### config.mk
export PLATFORM = sky130hd
export DESIGN_NAME = ttl_gate_array_inertial_flat
export DESIGN_NICKNAME = d
export VERILOG_FILES = /design/src/rtl/ttl_gate_array_inertial_if.sv /design/src/rtl/ttl_gate_array_inertial.sv /design/src/flat_wrapper.sv
export SDC_FILE = /design/constraint.sdc
export NUM_CORES = 1
export LEC_CHECK = 0
export CORE_AREA = 2 2 44 46
export CTS_BUF_LIST = sky130_fd_sc_hd__clkbuf_16
export DETAILED_ROUTE_END_ITERATION = 6
export DIE_AREA = 0 0 46 48
export PLACE_DENSITY_LB_ADDON = 0.25
export SYNTH_ARGS = -nofsm -noshare
export SYNTH_HDL_FRONTEND = slang
export SYNTH_SLANG_ARGS = --single-unit
export TNS_END_PERCENT = 1
### constraint.sdc
create_clock -name clk -period 1.12 [get_ports clk]
set_clock_uncertainty 0.1 [all_clocks]
set_input_delay 0.224 -clock clk [delete_from_list [all_inputs] [get_ports clk]]
set_output_delay 0.224 -clock clk [all_outputs]
set_load 0.01 [all_outputs]
### src/rtl/ttl_gate_array_inertial_if.sv
// Gate-array bus: enable, gate inputs and flag clear in; delayed outputs and glitch flags out.
interface ttl_gate_array_inertial_if #(
  parameter int CHANNELS = 3,
  parameter int INPUTS   = 3
);
  logic                         en;
  logic [CHANNELS*INPUTS-1:0]   in;
  logic                         glitch_clr;
  logic [CHANNELS-1:0]          out;
  logic [CHANNELS-1:0]          glitch;

  modport master (output en, in, glitch_clr, input out, glitch);
  modport slave  (input en, in, glitch_clr, output out, glitch);
endinterface

### src/rtl/ttl_gate_array_inertial.sv
// Array of logic gates whose outputs follow the gate result after DELAY stable clocks, rejecting shorter pulses.
// Latency: DELAY enabled edges; no backpressure, en=0 freezes every channel.
module ttl_gate_array_inertial #(
  parameter int CHANNELS = 3,
  parameter int INPUTS   = 3,
  parameter int FUNC     = 0,
  parameter int DELAY    = 2
) (
  input logic                    clk,
  input logic                    rst,
  ttl_gate_array_inertial_if.slave bus
);
  localparam int            CW       = $clog2(DELAY + 1);
  localparam logic [CW-1:0] CNT_LAST = CW'(DELAY - 1);
  // Output value of the gate with all inputs low.
  localparam logic          RST_OUT  = (FUNC == 1) || (FUNC == 3) || (FUNC == 5);

  typedef enum logic {STABLE, PENDING} state_t;

  state_t              state_q [CHANNELS];
  state_t              state_d [CHANNELS];
  logic [CW-1:0]       cnt_q   [CHANNELS];
  logic [CW-1:0]       cnt_d   [CHANNELS];
  logic [CHANNELS-1:0] out_q;
  logic [CHANNELS-1:0] out_d;
  logic [CHANNELS-1:0] glitch_q;
  logic [CHANNELS-1:0] glitch_set;
  logic [CHANNELS-1:0] tgt;

  function automatic logic gate_f(input logic [INPUTS-1:0] v);
    logic r;
    case (FUNC)
      1:       r = ~&v;
      2:       r = |v;
      3:       r = ~|v;
      4:       r = ^v;
      5:       r = ~^v;
      default: r = &v;
    endcase
    return r;
  endfunction

  always_comb begin
    tgt = '0;
    for (int c = 0; c < CHANNELS; c++) begin
      tgt[c] = gate_f(bus.in[c*INPUTS +: INPUTS]);
    end
  end

  always_ff @(posedge clk or posedge rst) begin
    if (rst) begin
      for (int c = 0; c < CHANNELS; c++) begin
        state_q[c] <= STABLE;
        cnt_q[c]   <= '0;
      end
      out_q    <= {CHANNELS{RST_OUT}};
      glitch_q <= '0;
    end else begin
      if (bus.en) begin
        for (int c = 0; c < CHANNELS; c++) begin
          state_q[c] <= state_d[c];
          cnt_q[c]   <= cnt_d[c];
        end
        out_q <= out_d;
      end
      // A new glitch on the same edge as a clear keeps the flag set.
      glitch_q <= (bus.glitch_clr ? '0 : glitch_q) | (bus.en ? glitch_set : '0);
    end
  end

  always_comb begin
    out_d      = out_q;
    glitch_set = '0;
    for (int c = 0; c < CHANNELS; c++) begin
      state_d[c] = state_q[c];
      cnt_d[c]   = cnt_q[c];
      case (state_q[c])
        STABLE: begin
          if (tgt[c] != out_q[c]) begin
            if (DELAY == 1) begin
              out_d[c] = tgt[c];
            end else begin
              state_d[c] = PENDING;
              cnt_d[c]   = CW'(1);
            end
          end else begin
            cnt_d[c] = '0;
          end
        end
        default: begin
          if (tgt[c] == out_q[c]) begin
            state_d[c]    = STABLE;
            cnt_d[c]      = '0;
            glitch_set[c] = 1'b1;
          end else if (cnt_q[c] == CNT_LAST) begin
            out_d[c]   = tgt[c];
            state_d[c] = STABLE;
            cnt_d[c]   = '0;
          end else begin
            cnt_d[c] = cnt_q[c] + CW'(1);
          end
        end
      endcase
    end
  end

  always_comb begin
    bus.out    = out_q;
    bus.glitch = glitch_q;
  end
endmodule
### src/flat_wrapper.sv
// flat-port wrapper written by rule: the top's interface ports become plain ports
module ttl_gate_array_inertial_flat 
#(
  parameter int CHANNELS = 3,
  parameter int INPUTS   = 3,
  parameter int FUNC     = 0,
  parameter int DELAY    = 2
)
  (clk, rst, bus_en, bus_in, bus_glitch_clr, bus_out, bus_glitch);
  ttl_gate_array_inertial_if #(.CHANNELS(CHANNELS), .INPUTS(INPUTS)) bus_i ();
  input logic clk;
  input logic rst;
  input wire logic [$bits(bus_i.en)-1:0] bus_en;
  input wire logic [$bits(bus_i.in)-1:0] bus_in;
  input wire logic [$bits(bus_i.glitch_clr)-1:0] bus_glitch_clr;
  output wire logic [$bits(bus_i.out)-1:0] bus_out;
  output wire logic [$bits(bus_i.glitch)-1:0] bus_glitch;
  assign bus_i.en = bus_en;
  assign bus_i.in = bus_in;
  assign bus_i.glitch_clr = bus_glitch_clr;
  assign bus_out = bus_i.out;
  assign bus_glitch = bus_i.glitch;
  ttl_gate_array_inertial #(.CHANNELS(CHANNELS), .INPUTS(INPUTS), .FUNC(FUNC), .DELAY(DELAY)) u_core (.clk(clk), .rst(rst), .bus(bus_i));
endmodule
==> reports/qor.yml <==
pwr:
  power_density_nw_per_um2: 1410
  max-vdd-ir-drop_mv: 0.880
  power_w: 0.00158
  p_leak_nw: 0.534
global_routing:
  grt.overflow.total: 0
  globalRouteTotalUtil_pct: 16.5
  antenna_found_initial: 0
  grt_pass1_vias: 618
  grt_max_degree: 16
  grt_pass1_wl_mm: 2.52
yosys:
  syn_area_sq_um: 764
  yosysTopAreaCell: "dfrtp_1"
  yosysSeqAreaShare_pct: 49.1
  netlist-cell-type-count: 17
  synth_top_area_share_pct: 49.1
  synth_area_leaders: "dfrtp_1 49%, a31o_1 6.9%, nor2b_1 5.7%, nand2_1 4.4%, nand3_2 3.9%"
  avgSynthCellArea_sq_um: 10.2
  yosys_warnings: 0
  ys_ff_latch: 15
  synthesis.nets: 88
  syn_inst: 75
critical_path:
  max_stage_delay_ps: 380
  crit_path_end_kind: "output pin"
  crit_arrival_ps: 770
  rr_worst_depth: 3
  crit_type: "reg2out"
  r2r_slack_ps: 40
  r2r_start: "u_core.bus.out[0]"
  critPathBufInv: 1
  critical_path_depth: 1
  startpoint_type: "flip-flop"
  crit_chain: "buf_2"
  regToRegEndpoint: "u_core.cnt_q[4]"
  path_max_fanout: 2
  cp_data_required_time_ps: 800
  slowest_stage: "dfrtp_1"
  path_delay_family: "flip-flops"
clocking:
  htree_levels: 1
  cts_root_buf: "clkbuf_16"
  cts_sinks: 15
  clock_path_buffers: 2
  clk_latency_ps: 240
  numCtsBuffers: 3
  cts_tree: "done"
  clk_pin_slew_ps: 50
hold_path:
  holdCritPathClass: "in2async"
timing:
  timing_hold_violations_final: 0
  timing.fmax_ghz: 0.916
  slew_violations: 0
  fin_crit_sh_pct: 97.5
  rsz0062_at_grt: "yes"
  period_minus_slack_ps: 1090
  setup_ws_ps: 28.1
  finalSetupViolations: 0
  relSlewSlack_pct: 86.5
  worstMarginPinSlew_ps: 202
layout:
  layout-drive-gt1-share_pct: 26.7
  syn2layout_area_growth_pct: 47.3
  mostFrequentLayoutCells: "14 x dfrtp_1, 9 x nand2_1, 8 x inv_1"
  final_nets: 119
  stdcell_area_sq_um: 1130
  layout_commonest_cell: "dfrtp_1"
  diodes: 0
floorplan:
  core_sq_um: 1690
  die_x_um: 46
  io_pins: 19
  dieArea_sq_um: 2210
  start_util_pct: 45.3
  die_y_um: 48
  row_count: 15
placed_design:
  pre_cts_ws_ps: -335
  io_buffers: 18
  gp_congestion: 0.785
  dpl_cell_area_sq_um: 1030
  hpwlAfterDp_mm: 1.14
drt:
  drc_errors: 0
  wl_per_cell_um: 13.0
  ant_nets: 0
  viasPerCell: 5.52
  initialDrtViolationCount: 11
  vias: 674
  first_pass_iters: 4
  wirelength_mm: 1.58
status:
  outcome: "complete, no violations"
run:
  cap_violations: 0
-- metrics by stage --
step | TNS (ps) | hold slack [ps] | instances | util [%]
6_report | 0 | 181 | 122 | 66.7
5_1_grt | -4.20 | 217 | 122 | 66.7
4_1_cts | -31.7 | 186 | 122 | 65.6
3_5_place_dp | -4670 | 429 | 117 | 60.8
3_3_place_gp | -4400 | 417 | 117 | 60.8
2_1_floorplan | 0 | 25.5 | 75 | -
-- sequential cells by signal, indices dropped and copies added (netlist names) --
name               count
u_core.bus.glitch      3
u_core.cnt_q           6
u_core.bus.out         3
u_core.state_q         3
-- routing by layer --
metal / wire length [um] / vias up / GRT usage, %
li1: - / 331 / -
met1: 656 / 315 / 18.9
met2: 807 / 22 / 30.0
met3: 93 / 6 / 3.40
met4: 25 / 0 / 6.86
met5: 0 / - / 0
-- logic make-up (layout without fill, tap and decap cells) --
kind of cell | Yosys count | count (layout) | synth area share, %
compound gates | 15 | 15 | 14.7
buf+inv | 9 | 39 | 5.89
xor+xnor | 3 | 3 | 3.44
flops | 15 | 15 | 49.1
simple gates | 33 | 33 | 26.8
-- synthesized netlist by cell type --
cell type   n
o221ai_1    3
inv_1       7
nand3_1     3
buf_4       1
xnor2_1     3
o22ai_1     3
nand3_2     3
and2b_1     2
nor2b_1     7
nand3b_1    3
o21ai_1     3
buf_6       1
nand4_1     3
nand4b_1    3
nand2_1     9
a31o_1      6
dfrtp_1    15
-- layout make-up --
cell class,count,area [sq um]
fillers,136,563
repair buffers,28,248
well taps,17,21.3
inverters,7,26.3
multi-input cells,51,375
flip-flops and latches,15,377
clock inverters,1,3.75
clock buffers,3,75.1
-- how the worst max path moves through the flow --
stage,startpoint,endpoint,slack (ps)
floorplan,u_core.bus.out[1],u_core.cnt_q[2],90
global placement,bus_in[5],u_core.bus.glitch[1],-330
detailed placement,bus_in[5],u_core.bus.glitch[1],-340
CTS,bus_in[6],u_core.cnt_q[0],-20
finish,u_core.bus.out[0],bus_out[0],30
global route,u_core.bus.out[0],u_core.cnt_q[4],-4
-- timing repair --
action / in CTS / in global routing
setup endpoints to repair: 19 / 7
hold buffers: 0 / 0
setup buffers: 1 / 0
pin swaps: 6 / 3
gates cloned: 0 / 0
resized for setup: 36 / 7
-- report_power, final --
part	switching (W)	internal, W	total [W]
registers	0.0000460	0.000593	0.000639
clock network	0.000210	0.000472	0.000682
logic	0.000117	0.000146	0.000263
No activity file was read; power rests on OpenSTA's default activity.
